### src/rtl/alu16.sv
// 16-bit execute-stage ALU: combinational result path built on 4-bit CLA slices,
// plus a small synchronously reset Z/V/N flag register for the branch logic.

module Alu16Cla4 (
  input  logic [3:0] a_i,
  input  logic [3:0] b_i,
  input  logic       cin_i,
  output logic [3:0] sum_o,
  output logic       ovfl_o,
  output logic       pout_o,
  output logic       gout_o
);

  logic [3:0] bitP;
  logic [3:0] bitG;
  logic [4:0] carry;

  assign bitP     = a_i ^ b_i;
  assign bitG     = a_i & b_i;
  assign carry[0] = cin_i;
  assign carry[1] = bitG[0] | (bitP[0] & carry[0]);
  assign carry[2] = bitG[1] | (bitP[1] & bitG[0]) | (bitP[1] & bitP[0] & carry[0]);
  assign carry[3] = bitG[2] | (bitP[2] & bitG[1]) | (bitP[2] & bitP[1] & bitG[0])
                  | (bitP[2] & bitP[1] & bitP[0] & carry[0]);

  assign pout_o = &bitP;
  assign gout_o = bitG[3] | (bitP[3] & bitG[2]) | (bitP[3] & bitP[2] & bitG[1])
                | (bitP[3] & bitP[2] & bitP[1] & bitG[0]);
  assign carry[4] = gout_o | (pout_o & carry[0]);

  assign sum_o  = bitP ^ carry[3:0];
  // Signed overflow: carry into the sign bit differs from carry out of it.
  assign ovfl_o = carry[3] ^ carry[4];

endmodule

module Alu16ClaChain #(
  parameter int Slices = 4
) (
  input  logic [4*Slices-1:0] a_i,
  input  logic [4*Slices-1:0] b_i,
  input  logic                cin_i,
  output logic [4*Slices-1:0] sum_o,
  output logic                cout_o,
  output logic                ovfl_o
);

  logic [Slices:0]   carry;
  logic [Slices-1:0] sliceP;
  logic [Slices-1:0] sliceG;
  logic [Slices-1:0] sliceOvfl;
  logic              unusedOvfl;

  assign carry[0] = cin_i;

  for (genvar i = 0; i < Slices; i++) begin : gSlice
    Alu16Cla4 uSlice (
      .a_i    (a_i[4*i+3:4*i]),
      .b_i    (b_i[4*i+3:4*i]),
      .cin_i  (carry[i]),
      .sum_o  (sum_o[4*i+3:4*i]),
      .ovfl_o (sliceOvfl[i]),
      .pout_o (sliceP[i]),
      .gout_o (sliceG[i])
    );
    assign carry[i+1] = sliceG[i] | (sliceP[i] & carry[i]);
  end

  assign cout_o     = carry[Slices];
  assign ovfl_o     = sliceOvfl[Slices-1];
  assign unusedOvfl = ^sliceOvfl;

endmodule

module alu16 (
  input  logic        clk,
  input  logic        rst,
  input  logic [3:0]  Opcode,
  input  logic [15:0] in1,
  input  logic [15:0] in2,
  output logic [15:0] out,
  output logic        Error,
  output logic        Z,
  output logic        V,
  output logic        N
);

  logic        isSub;
  logic [15:0] addB;
  logic [15:0] mainSum;
  logic        mainCout;
  logic        mainOvfl;
  logic [15:0] satSum;

  logic [3:0]  padSum [4];
  logic [3:0]  padOvfl;
  logic [3:0]  padP;
  logic [3:0]  padG;
  logic [15:0] padResult;
  logic        padSat;

  logic [7:0]  redNode [15];
  logic [6:0]  redCout;
  logic [6:0]  redOvfl;
  logic [15:0] redResult;

  logic [15:0] sllStage [5];
  logic [15:0] sraStage [5];
  logic [15:0] rorStage [5];

  logic [15:0] result;
  logic        zFlag_q, vFlag_q, nFlag_q;
  logic        zFlag_d, vFlag_d, nFlag_d;
  logic        unusedSignals;

  assign isSub = (Opcode == 4'b0001);
  assign addB  = isSub ? ~in2 : in2;

  // Shared 16-bit adder: ADD/SUB (saturated) and address generation (wrapping).
  Alu16ClaChain #(.Slices(4)) uMainAdd (
    .a_i    (in1),
    .b_i    (addB),
    .cin_i  (isSub),
    .sum_o  (mainSum),
    .cout_o (mainCout),
    .ovfl_o (mainOvfl)
  );

  // On overflow the true result has the sign of in1 for both ADD and SUB.
  assign satSum = mainOvfl ? (in1[15] ? 16'h8000 : 16'h7FFF) : mainSum;

  for (genvar k = 0; k < 4; k++) begin : gPad
    Alu16Cla4 uPadAdd (
      .a_i    (in1[4*k+3:4*k]),
      .b_i    (in2[4*k+3:4*k]),
      .cin_i  (1'b0),
      .sum_o  (padSum[k]),
      .ovfl_o (padOvfl[k]),
      .pout_o (padP[k]),
      .gout_o (padG[k])
    );
    assign padResult[4*k+3:4*k] = padOvfl[k] ? (in1[4*k+3] ? 4'h8 : 4'h7) : padSum[k];
  end

  assign padSat = |padOvfl;

  // Reduction tree: leaves 0..7 are sign-extended nibbles, node 8+j = node 2j + node 2j+1.
  for (genvar k = 0; k < 4; k++) begin : gRedLeaf
    assign redNode[k]   = {{4{in1[4*k+3]}}, in1[4*k+3:4*k]};
    assign redNode[k+4] = {{4{in2[4*k+3]}}, in2[4*k+3:4*k]};
  end

  for (genvar j = 0; j < 7; j++) begin : gRedAdd
    Alu16ClaChain #(.Slices(2)) uRedAdd (
      .a_i    (redNode[2*j]),
      .b_i    (redNode[2*j+1]),
      .cin_i  (1'b0),
      .sum_o  (redNode[8+j]),
      .cout_o (redCout[j]),
      .ovfl_o (redOvfl[j])
    );
  end

  assign redResult = {{8{redNode[14][7]}}, redNode[14]};

  assign sllStage[0] = in1;
  assign sraStage[0] = in1;
  assign rorStage[0] = in1;

  // Logarithmic barrel shifters; only in2[3:0] steers the stages.
  for (genvar k = 0; k < 4; k++) begin : gShift
    localparam int Dist = 1 << k;
    assign sllStage[k+1] = in2[k] ? {sllStage[k][15-Dist:0], {Dist{1'b0}}} : sllStage[k];
    assign sraStage[k+1] = in2[k] ? {{Dist{sraStage[k][15]}}, sraStage[k][15:Dist]} : sraStage[k];
    assign rorStage[k+1] = in2[k] ? {rorStage[k][Dist-1:0], rorStage[k][15:Dist]} : rorStage[k];
  end

  always_comb begin
    result = 16'h0000;
    case (Opcode)
      4'b0000, 4'b0001: result = satSum;
      4'b0010:          result = in1 ^ in2;
      4'b0011:          result = redResult;
      4'b0100:          result = sllStage[4];
      4'b0101:          result = sraStage[4];
      4'b0110:          result = rorStage[4];
      4'b0111:          result = padResult;
      4'b1000, 4'b1001: result = mainSum;
      default:          result = 16'h0000;
    endcase
  end

  assign out   = result;
  assign Error = (Opcode == 4'b0111) & padSat;

  always_comb begin
    zFlag_d = zFlag_q;
    vFlag_d = vFlag_q;
    nFlag_d = nFlag_q;
    case (Opcode)
      4'b0000, 4'b0001: begin
        zFlag_d = (result == 16'h0000);
        nFlag_d = result[15];
        vFlag_d = mainOvfl;
      end
      4'b0010, 4'b0100, 4'b0101, 4'b0110: zFlag_d = (result == 16'h0000);
      default: ;
    endcase
  end

  always_ff @(posedge clk) begin
    if (rst) begin
      zFlag_q <= 1'b0;
      vFlag_q <= 1'b0;
      nFlag_q <= 1'b0;
    end else begin
      zFlag_q <= zFlag_d;
      vFlag_q <= vFlag_d;
      nFlag_q <= nFlag_d;
    end
  end

  assign Z = zFlag_q;
  assign V = vFlag_q;
  assign N = nFlag_q;

  assign unusedSignals = ^{mainCout, padP, padG, redCout, redOvfl};

endmodule

### config.mk
export PLATFORM = sky130hd
export DESIGN_NAME = alu16
export DESIGN_NICKNAME = d
export VERILOG_FILES = /design/src/rtl/alu16.sv
export SDC_FILE = /design/constraint.sdc
export NUM_CORES = 1
export LEC_CHECK = 0
export CAP_MARGIN = 20
export CORE_ASPECT_RATIO = 1.5
export CORE_UTILIZATION = 59
export CTS_CLUSTER_DIAMETER = 100
export DETAILED_ROUTE_END_ITERATION = 16
export PLACE_DENSITY_LB_ADDON = 0.25
export SLEW_MARGIN = 20
export SYNTH_ARGS = -nofsm -noshare
export SYNTH_HDL_FRONTEND = slang
export SYNTH_SLANG_ARGS = --single-unit
### constraint.sdc
create_clock -name clk -period 7.92 [get_ports clk]
set_input_delay 1.188 -clock clk [delete_from_list [all_inputs] [get_ports clk]]
set_output_delay 1.188 -clock clk [all_outputs]
set_load 0.005 [all_outputs]
Word level (Yosys, flattened, before mapping). Cells that the tools add are included.

Logic and storage cells: 490. Output and inout bits: 20. Flip-flop bits (word level): 3. Input port bits: 38.

Bitwise logic cells: 444. Reduce and logical (&&, ||, !) cells: 10. Equal/unequal tests: 9. Mux-type cells: 24.

Operator list (number): 1-bit AND (223); 16-bit two-way mux (11); 4-bit bitwise XOR (44); 1-bit bitwise OR (148); 16-bit case mux with 8 select lines (1); 4-bit AND (15); 15-bit two-way mux (4); 4-bit two-way mux (8); 3-bit AND (7); 4-bit by 3-bit == test with 1-bit output (second input constant) (4); 16-bit logical NOT (1); 16-bit NOT (1); 4-bit AND reduction (4); 16-bit bitwise XOR (1); 4-bit by 2-bit == test with 1-bit output (second input constant) (2); 4-bit == test (second input constant) (2); 6-bit OR reduction (1); 1-bit bitwise XOR (5); 4-bit by 1-bit == test with 1-bit output (second input constant) (1); 4-bit logical NOT (1); 2-bit OR reduction (2); 4-bit OR reduction (1).

Longest topological paths before layout. Gate-level depths: netlist (run 1).

Word-level depth: 22. Depth in mapped cells: 21.

Hierarchy. A second synthesis (run 1) with hierarchy kept.

Cell total of the unflattened synthesis: 1021. Area, all modules: 7719.9 µm².

By module, submodules not included: Alu16Cla4 (area an instance 198.9 µm², times used 22, cells each 24); alu16 (area an instance 3199.3 µm², times used 1, cells each 474); Alu16ClaChain at gRedAdd[0].uRedAdd ... (area an instance 15.0 µm², times used 7, cells each 2); Alu16ClaChain at uMainAdd (area an instance 38.8 µm², times used 1, cells each 5).

Worst setup path after synthesis (run 1). No wires, ideal clock.

Kind: input to output. From: input Opcode[1]. To: output out[12]. Data arrival time: 5.242 ns. Stages: 17. Buffers on the path: 3. Path slack: 1.490 ns. Required time: 6.732 ns. Cell sequence: buf_2 > clkbuf_1 > nor4b_1 > buf_1 > xnor2_1 > ha_1 > nand4_1 > nor4_1 > a21oi_2 > and2_1 > fa_1 > nor2_1 > a21oi_1 > o21ai_0 > nor3_1 > or3b_2 > or3_1.

Word-level cells in the longest chain between the ends: 17. Elaborated cells between the ends (all ways): 77. Those cells by class: 9 x eq/ne; 3 x mux; 58 x bitwise; 7 x reduce/logical.

RTL lines: start, declared (RTL line 78) `input logic [3:0] Opcode,`; 4-bit by 1-bit == test with 1-bit output (RTL line 116, 180); 16-bit two-way mux (RTL line 117) `assign addB = isSub ? ~in2 : in2;`; 4-bit bitwise XOR / 4-bit AND (equally long branches) (RTL line 18, 19); 1-bit AND, on equally long branches (RTL line 27, 28); 1-bit bitwise OR, or another cell as far along (RTL line 27) `assign gout_o = bitG[3] | (bitP[3] & bitG[2]) | (bitP[3] & bitP[2] & bitG[1])`; 1-bit bitwise OR / 1-bit AND (equally long branches) (RTL line 27, 28); 1-bit bitwise OR (RTL line 28) `| (bitP[3] & bitP[2] & bitP[1] & bitG[0]);`; 1-bit bitwise OR (RTL line 66) `assign carry[i+1] = sliceG[i] | (sliceP[i] & carry[i]);`; 1-bit AND (RTL line 66); 1-bit bitwise OR (RTL line 66); 1-bit AND (RTL line 66); 1-bit bitwise OR (RTL line 66); 1-bit AND, on equally long branches; 1-bit bitwise OR, on equally long branches; 1-bit bitwise XOR (RTL line 33) `assign ovfl_o = carry[3] ^ carry[4];`; 16-bit two-way mux (RTL line 130) `assign satSum = mainOvfl ? (in1[15] ? 16'h8000 : 16'h7FFF) : mainSum;`; 16-bit case mux with 8 select lines (*) (RTL line 180) `case (Opcode)`; end, declared (RTL line 81) `output logic [15:0] out,`.

Mark *: on every way between the ends. The rest lies on a longest branch, timed or not.

Worst setup path in the final report (run 1).
From: input in1[8]. To: output out[7].

Word-level cells in the longest chain between the ends: 19. Elaborated cells between the ends (all ways): 95. Those cells by class: 10 x mux; 84 x bitwise; 1 x reduce/logical.

RTL lines: start, declared (RTL line 79) `input logic [15:0] in1,`; 4-bit AND (RTL line 19) `assign bitG = a_i & b_i;`; 1-bit AND, on equally long branches (RTL line 23, 22); 1-bit bitwise OR, on equally long branches (RTL line 23, 22); 4-bit bitwise XOR (RTL line 31) `assign sum_o = bitP ^ carry[3:0];`; 4-bit bitwise XOR / 4-bit AND (equally long branches) (RTL line 18, 19); 1-bit AND, on equally long branches (RTL line 27, 28); 1-bit bitwise OR, or another cell as far along (RTL line 27); 1-bit bitwise OR / 1-bit AND (equally long branches) (RTL line 27, 28); [... 3 more ...]; 4-bit bitwise XOR (RTL line 31); 4-bit bitwise XOR / 3-bit AND (equally long branches) (RTL line 18, 19); 1-bit AND, on equally long branches (RTL line 23, 24); 1-bit bitwise OR, or another cell as far along (RTL line 23) `assign carry[3] = bitG[2] | (bitP[2] & bitG[1]) | (bitP[2] & bitP[1] & bitG[0])`; 1-bit bitwise OR / 1-bit AND (equally long branches) (RTL line 23, 24); 1-bit bitwise OR (RTL line 24) `| (bitP[2] & bitP[1] & bitP[0] & carry[0]);`; 4-bit bitwise XOR (RTL line 31); 16-bit case mux with 8 select lines (*) (RTL line 180).

Marked as above.

==> flow_summary.ini, run 1 <==
[synthesis]
yosys.area.top_type = ha_1
ys_warn_count = 0
yosysTopAreaCellShare_pct = 15.2
ys_seq_elements = 3
synthTopCellsByArea = ha_1 15%, mux4_2 8.2%, fa_1 7.3%
ys_seq_area_share_pct = 1.04
synthFlopType = dfxtp_1
synth_area_um2 = 5750
postSynthCellCount = 750
async_reset_ff_share_pct = 0
yosys-top-cells-count = 70 x ha_1, 66 x nand2_1, 55 x a21oi_1
synth_most_common_cell = ha_1
syn_area_per_cell_um2 = 7.67
synth_edf_count = 0
syn_nets = 879
synth_cell_type_count = 80

[drt]
vias_per_cell = 7.41
wl_per_cell_um = 26.7
m1WireLength_mm = 8.07
route.met3.wl_mm = 3.14
wirelength_mm = 24.4
vias = 6777
route.detailed.drc = 0
first_pass_iters = 11
drt-initial-drc-count = 973
ant_nets = 0
maxUsedRoutingLayer = met4
dr_wl_met2_mm = 11.1

[floorplanning]
start_util_pct = 61.5
die_h_um = 123
dieArea_um2 = 10200
die_w_um = 82.6
fp-row-count = 43
io_pins = 58
design.core.area_um2 = 9360

[setup_path]
worst_ep_arrival_time_ns = 6.59
cp-end-kind = primary output
setup.worst_path.class = in2out
cpPeakStageDelay_ns = 0.53
cp-start-kind = input pin
r2r_setup_slack_ns = 6.95
worstPathCellList = clkdlybuf4s50_1 -> ha_1 -> fa_1 -> ha_1 -> a211oi_2 -> nor2_1 -> or2_2 -> fa_1 -> xor2_1 -> ha_1 -> a21oi_1 -> o21ai_0 -> a21oi_1 -> xnor3_1 -> and2_1 -> or4_1 -> clkdlybuf4s50_1
crit_top_cell = ha_1
crit_slowest_cell = or4_1
cp.required_ns = 6.73
crit_fanout = 4

[outcome]
status = finished, final reports clean

[clocking]
cts.clk_slew.worst_paths_ns = 0.03
insertion_delay_ns = 0.22
cts_sinks = 3
cts_buffer_depth = 2
numCtsBuffers = 3
cts_htree_levels = 1
root_buffer = clkbuf_16
ctsHoldBuffers = 0
cts_tree = yes

[pwr]
p_leak_uw = 0.00286
power.density_nw_per_um2 = 150
vdd_drop_max_v = 0.000176

[timing]
fin_skew_ns = 0
worst_pin_slew_ns = 0.923
clock.fmax_ghz = 0.129
min_period_over_period_pct = 98.2
setup_viol = 0
slew_headroom_pct = 38.1
rsz0062_at_grt = no
drv_slew = 0
timing.final.crit_period_ns = 7.78
fin_tns_setup_ns = 0
hold_violations = 0

[layout]
area_growth_pct = 14.8
nets = 932
post-route-util_pct = 70.6
drive_above_1_share_pct = 11.3

[global_route]
grt_pass1_vias = 6650
grt_max_degree = 50
track_usage_pct = 50.1
antenna_found_initial = 1
grt-ovfl-total = 0
grt_pass1_wl_mm = 36.8

[place]
dp_hpwl_mm = 18.7
gp_congestion = 1.11
io_buffers = 57

[worst_hold_path]
hold_class = reg2reg

[flow_run]
max_cap_viol_count = 0
## routing by layer
metal | global-route usage (%) | vias up
met3 | 20.7 | 172
li1 | - | 2913
met1 | 54.9 | 3126
met4 | 33.0 | 0
met2 | 78.1 | 566
met5 | 0 | -
## where the power goes
group          switching (uW)  internal (uW)
registers               0.353           15.9
logic                     520            374
clock network            13.6           66.4
## kinds of logic (layout without fill, tap and decap cells)
logic type | Yosys count | count (layout) | share of synthesized area [%]
simple gates | 227 | 227 | 19.6
other cells | 0 | 1 | 0
flops | 3 | 3 | 1.04
xor+xnor | 46 | 46 | 7.24
mux | 72 | 72 | 17.3
compound gates | 214 | 214 | 25.1
fa+ha+maj | 93 | 93 | 22.9
buf+inv | 95 | 147 | 6.87
## path summary, 6_finish.rpt
kind | end | cells after the start | startpoint
worst max-delay path | out[7] | 17 | in1[8]
worst min-delay path | N | 2 | N
worst max register to register | Z | 2 | Z
worst min register to register | N | 2 | N
## state kept, by name (all words and copies together), names as in the netlist
register / count
N: 1
Z: 1
V: 1
## critical path, delay by kind of cell
kind / cells / cell delay [ns]
fa+ha+maj: 5 / 1.89
simple gates: 4 / 1.24
buf+inv: 2 / 0.89
compound gates: 4 / 0.85
xor+xnor: 2 / 0.54
## layout by cell type, fill, tap and decap left out, drive strengths merged, types with 21 or more instances in the layout
master	instances
xnor2	35
ha	70
o21ai	41
nor2	54
fa	21
nand2	66
a21oi	57
mux2i	42
clkdlybuf4s50	55
mux4	21
buf	35
inv	53
nor3	29
## timing repair
action	CTS	global route
resized for setup	0	1
setup endpoints to repair	0	1
buffers inserted	0	0
## area by class of cell
cell class	instances	area, um^2
Inverter	53	199
Tap cell	112	140
Multi-Input combinational cell	652	5320
Antenna cell	1	2.50
Fill cell	800	2760
Timing Repair Buffer	90	808
Clock buffer	4	78.8
Sequential cell	3	60.1
## per-stage QoR
step	cells	hold WS, ns	worst slack, ns	area (um^2)	power [uW]
2_1_floorplan	750	0.447	1.49	5750	559
4_1_cts	914	0.466	0.288	6600	933
3_3_place_gp	910	0.446	0.399	6520	816
6_report	915	0.466	0.145	6610	990
5_1_grt	914	0.506	0.0157	6600	1040
3_5_place_dp	910	0.462	0.303	6520	849
Power figures use the tool's default switching activity.
==> inputs of run 2 (changes only) <==
--- a/config.mk
+++ b/config.mk
@@ -8,4 +8,6 @@
 export CAP_MARGIN = 20
+export CELL_PAD_IN_SITES_DETAIL_PLACEMENT = 0
+export CELL_PAD_IN_SITES_GLOBAL_PLACEMENT = 1
 export CORE_ASPECT_RATIO = 1.5
-export CORE_UTILIZATION = 59
+export CORE_UTILIZATION = 45
 export CTS_CLUSTER_DIAMETER = 100
==> constraint.sdc (replaced) <==
create_clock -name clk -period 7.92 [get_ports clk]
set_input_delay 2.376 -clock clk [delete_from_list [all_inputs] [get_ports clk]]
set_output_delay 2.376 -clock clk [all_outputs]
set_load 0.005 [all_outputs]
==> run 2 against run 1 <==
Against the previous run: the flow now finishes with violations (setup timing); global-route usage shrank 5.7 points; clock power shrank 0.5%; critical path depth is the same; register-to-register slack gained 0.02 ns; sequential share of layout area shrank 0.25 points; critical path type unchanged; largest power group unchanged.
==> flow_summary.ini, run 2 (synthesis gave the netlist of run 1 again) <==
[pwr]
intPower_uw = 812
sw_frac_of_total_pct = 46.7
p_leak_uw = 0.00416
combPwrFrac_pct = 93.7
power.density_nw_per_um2 = 167
clockPowerShare_pct = 5.2
p_total_uw = 1520
p_seq_share_pct = 1.1
switchingPower_uw = 712
vdd_drop_max_v = 0.000254

[clocking]
cts_tree = yes
cts_htree_levels = 1
ctsHoldBuffers = 0
cts.clk_slew.worst_paths_ns = 0.03
numCtsBuffers = 3
insertion_delay_ns = 0.22
root_buffer = clkbuf_16
cts_sinks = 3
cts_buffer_depth = 2

[timing]
timing.final.crit_period_ns = 8.81
hold_slack_ns = 0.460
fin_tns_setup_ns = -10.12
clock.fmax_ghz = 0.114
hold_violations = 0
setup_ws_ns = -0.890
min_period_over_period_pct = 111
setup_viol = 16
fin_skew_ns = 0
drv_slew = 0
rsz0062_at_grt = yes
worst_pin_slew_ns = 0.750
slew_headroom_pct = 48.6

[layout]
seq_area_um2 = 60.1
final_cell_mix = 214 x buf_4, 60 x nand2_1, 48 x ha_1
finalNonFillerCells = 1167
multi_input_area_um2 = 6160
diodes = 0
nets = 1141
drive_above_1_share_pct = 45.4
fillers = 934
final_common_cell = buf_4
area_growth_pct = 58.2
post-route-util_pct = 73.1

[setup_path]
cp-start-kind = input pin
r2r_setup_slack_ns = 6.97
setup.worst_path.class = in2out
reg2reg_to = Z
timing.rr.start = Z
crit_fanout = 5
cp-end-kind = primary output
worst-r2r-cell-count = 2
worst_ep_arrival_time_ns = 6.43
cp.required_ns = 5.54

[drt]
route.detailed.drc = 0
vias = 7701
drt-initial-drc-count = 641
wl_per_cell_um = 25.4
first_pass_iters = 6
vias_per_cell = 6.60
wirelength_mm = 29.7
ant_nets = 0

[global_route]
grt_pass1_wl_mm = 43.8
grt-ovfl-total = 0
track_usage_pct = 44.3
grt_pass1_vias = 7835
grt_max_degree = 50
antenna_found_initial = 1

[floorplanning]
die_w_um = 94.3
start_util_pct = 46.2
dieArea_um2 = 13300
design.core.area_um2 = 12400
die_h_um = 140
io_pins = 58
fp-row-count = 50

[flow_run]
max_cap_viol_count = 0

[worst_hold_path]
whs_path_depth = 2
hp-start = N
hold-path-endpoint = N
hold_class = reg2reg

[place]
gp_congestion = 1.04
placed_cells = 1116
io_buffers = 57
dp_hpwl_mm = 21.6

[outcome]
violations = setup timing
status = finished, violations left
## run 2: cell types whose count changed in the layout (fill, tap and decap cells not counted), moves of 12 or more
| cell | before | now |
|---|---|---|
| ha_1 | 70 | 48 |
| dlygate4sd2_1 | 0 | 12 |
| buf_6 | 0 | 43 |
| buf_4 | 33 | 214 |
| clkdlybuf4s50_1 | 55 | 5 |
| xnor2_2 | 0 | 12 |
| buf_2 | 2 | 21 |
| a21oi_1 | 55 | 37 |
| a21oi_2 | 2 | 15 |
| xnor2_1 | 35 | 22 |
| ha_4 | 0 | 20 |
## run 2: layout make-up
type | instances | area share (%)
multi-input cells | 652 | 67.7
inverters | 53 | 2.19
clock buffers | 4 | 0.866
well taps | 156 | 2.14
flip-flops and latches | 3 | 0.660
repair buffers | 299 | 26.5
## run 2: power by group through the flow
stage | registers [uW] | clock network (uW) | logic (uW)
4_1_cts | 16.2 | 80.4 | 1320
3_3_place_gp | 16.3 | 0 | 1020
3_5_place_dp | 16.4 | 0 | 1060
2_1_floorplan | 16.4 | 0 | 562
5_1_grt | 16.3 | 82.0 | 1500
6_report | 16.2 | 79.7 | 1430
## run 2: repair_timing
action	in CTS	in global routing
pin swaps	100	65
resized for setup	308	46
buffers inserted	46	22
setup endpoints to repair	16	16
## run 2: per-layer routing
| metal | up-vias | track usage (%) | routed length (um) |
|---|---|---|---|
| met5 | - | 0 | 16 |
| met4 | 2 | 31.7 | 2890 |
| met3 | 195 | 10.1 | 2670 |
| met2 | 510 | 74.6 | 14200 |
| met1 | 3666 | 47.9 | 9940 |
| li1 | 3328 | - | - |
## run 2: metrics by stage
stage                     setup slack, ns  instance area (um^2)
after global placement              -1.61                  7910
after global routing               -0.940                  9100
after floorplan                    -0.381                  5910
after detailed placement            -1.65                  7910
final                              -0.890                  9100
after CTS                          -0.998                  8890
## run 2: how the worst max path moves through the flow
stage / startpoint / endpoint / slack (ns) / depth (start not counted)
2_1_floorplan: Opcode[1] / out[12] / -0.38 / 15
6_report: Opcode[1] / out[12] / -0.89 / 17
3_5_place_dp: Opcode[3] / out[12] / -1.65 / 16
3_3_place_gp: Opcode[2] / out[9] / -1.61 / 20
4_1_cts: in1[12] / out[11] / -1.0 / 18
5_1_grt: Opcode[1] / out[12] / -0.94 / 17
## run 2: worst max-delay path, stage by stage
cell and delay [ns]:
buf_6 0.09, or4b_4 0.66, xnor2_2 0.18, ha_1 0.34, nand4_1 0.15, buf_6 0.17
nor4_4 0.31, a21oi_2 0.11, and2_4 0.16, fa_2 0.57, nor2_2 0.06, a21oi_2 0.16
o21ai_2 0.08, nor3_2 0.17, or3b_4 0.40, or3_1 0.30, buf_2 0.13
==> inputs of run 3 (changes only) <==
Settings changed: CORE_UTILIZATION 45 to 40.
Clock period 7.92 ns to 7.9 ns, I/O delays scaled along.
==> run 3 against run 2 <==
Against the previous run: the flow still finishes with violations (setup timing); via count down 1.0%; largest power group unchanged; critical endpoint is now out[10]; sequential cell count stayed put; register-to-register slack worse by 0.08 ns; clock-buffer cell count did not move.
==> flow_summary.ini, run 3 (synthesis gave the netlist of run 1 again) <==
[drt]
route.detailed.drc = 0
first_pass_iters = 6
wl_per_cell_um = 24.8
vias_per_cell = 6.23
wirelength_mm = 30.4
ant_nets = 0
drt-initial-drc-count = 538
vias = 7624

[timing]
drv_slew = 0
timing.final.crit_period_ns = 8.89
slew_headroom_pct = 50.4
min_period_over_period_pct = 113
fin_skew_ns = 0
clock.fmax_ghz = 0.112
worst_pin_slew_ns = 0.743
setup_ws_ns = -0.994
rsz0062_at_grt = yes
hold_violations = 0
setup_viol = 16
hold_slack_ns = 0.490

[clocking]
cts.clk_slew.worst_paths_ns = 0.04
cts_sinks = 3
ctsHoldBuffers = 0
cts_htree_levels = 1
cts_buffer_depth = 2
numCtsBuffers = 3
cts_tree = yes
root_buffer = clkbuf_16
insertion_delay_ns = 0.23

[place]
io_buffers = 57
gp_congestion = 1.05
dp_hpwl_mm = 22.9
place_area_um2 = 8060

[layout]
final_common_cell = buf_4
final_cell_mix = 230 x buf_4, 62 x nand2_1, 51 x ha_1
final_area_um2 = 9430
nets = 1162
multi_input_area_um2 = 6170
seq_area_um2 = 60.1
drive_above_1_share_pct = 45.2
fillers = 1179
area_growth_pct = 63.8
diodes = 0

[setup_path]
setup.worst_path.class = in2out
crit_fanout = 3
cp-end-kind = primary output
crit_path_start = in1[12]
cp-start-kind = input pin
cp.required_ns = 5.53
worst_ep_arrival_time_ns = 6.52
timing.rr.start = Z

[floorplanning]
die_h_um = 149
io_pins = 58
dieArea_um2 = 14900
die_w_um = 99.9
fp-row-count = 53
design.core.area_um2 = 14100
start_util_pct = 40.9

[pwr]
p_leak_uw = 0.00433
vdd_drop_max_v = 0.000295
power.density_nw_per_um2 = 159

[global_route]
met2_usage_pct = 72.6
grt_use_met1_pct = 44.1
grt_pass1_vias = 7877
grt-busiest-layer = met2
grt_pass1_wl_mm = 44.6
grt-ovfl-total = 0
grt_max_degree = 50
grt_use_met3_pct = 4.36
track_usage_pct = 40.6
antenna_found_initial = 0

[outcome]
status = finished, violations left
violations = setup timing

[flow_run]
max_cap_viol_count = 0

[worst_hold_path]
hold_class = reg2reg
hp-start = V
run 3: path summary, 6_finish.rpt:
| path | to | slack (ns) | cells after the start |
|---|---|---|---|
| setup / recovery | out[10] | -0.99 | 19 |
| hold / removal | V | 0.49 | 2 |
| setup reg to reg | Z | 6.89 | 2 |
| hold reg to reg | V | 0.49 | 2 |
run 3: report_power, final:
group	leakage [uW]	internal, uW	total (uW)	switching [uW]
logic	0.00427	710	1400	687
clock network	0.0000382	66.9	83.8	16.9
registers	0.0000244	15.9	16.2	0.351
run 3: critical path, stage by stage:
cell	delay, ns
buf_8	0.10
ha_4	0.15
fa_2	0.58
ha_4	0.22
a211oi_4	0.27
nor2_2	0.07
or2_4	0.27
fa_2	0.36
xor2_2	0.16
ha_1	0.34
a21oi_2	0.14
o21ai_2	0.08
a21oi_2	0.14
xnor3_2	0.34
a22o_1	0.27
buf_6	0.13
buf_6	0.11
a211o_1	0.28
buf_2	0.14
run 3: cell type report:
| class | count | share of cell area (%) |
|---|---|---|
| sequential | 3 | 0.637 |
| timing repair buffer | 320 | 28.4 |
| multi-input combinational | 652 | 65.5 |
| clock buffer | 4 | 0.836 |
| inverter | 53 | 2.11 |
| tap | 192 | 2.55 |
run 3: repair_timing:
item                                    4_1_cts  5_1_grt
gates cloned                                  2        0
buffers inserted                             55       14
pin swaps                                    88       65
gates resized for setup                     298       60
endpoints found under the setup margin       16       17
run 3: per-stage QoR:
step	TNS (ns)	utilization [%]	total power, uW	worst slack (ns)	cells
final	-11.11	67.1	1500	-0.994	1224
after floorplan	-2.32	-	580	-0.389	750
after global placement	-22.00	57.4	1060	-1.65	1166
after detailed placement	-22.97	57.4	1090	-1.71	1166
after global routing	-12.64	67.1	1570	-1.11	1224
after CTS	-11.63	64.9	1400	-1.04	1223
run 3: per-layer routing:
layer  vias up  routed length [um]
met1      3700               10900
met4         0                2500
met2       412               15200
met5         -                   0
met3       148                1770
li1       3364                   -
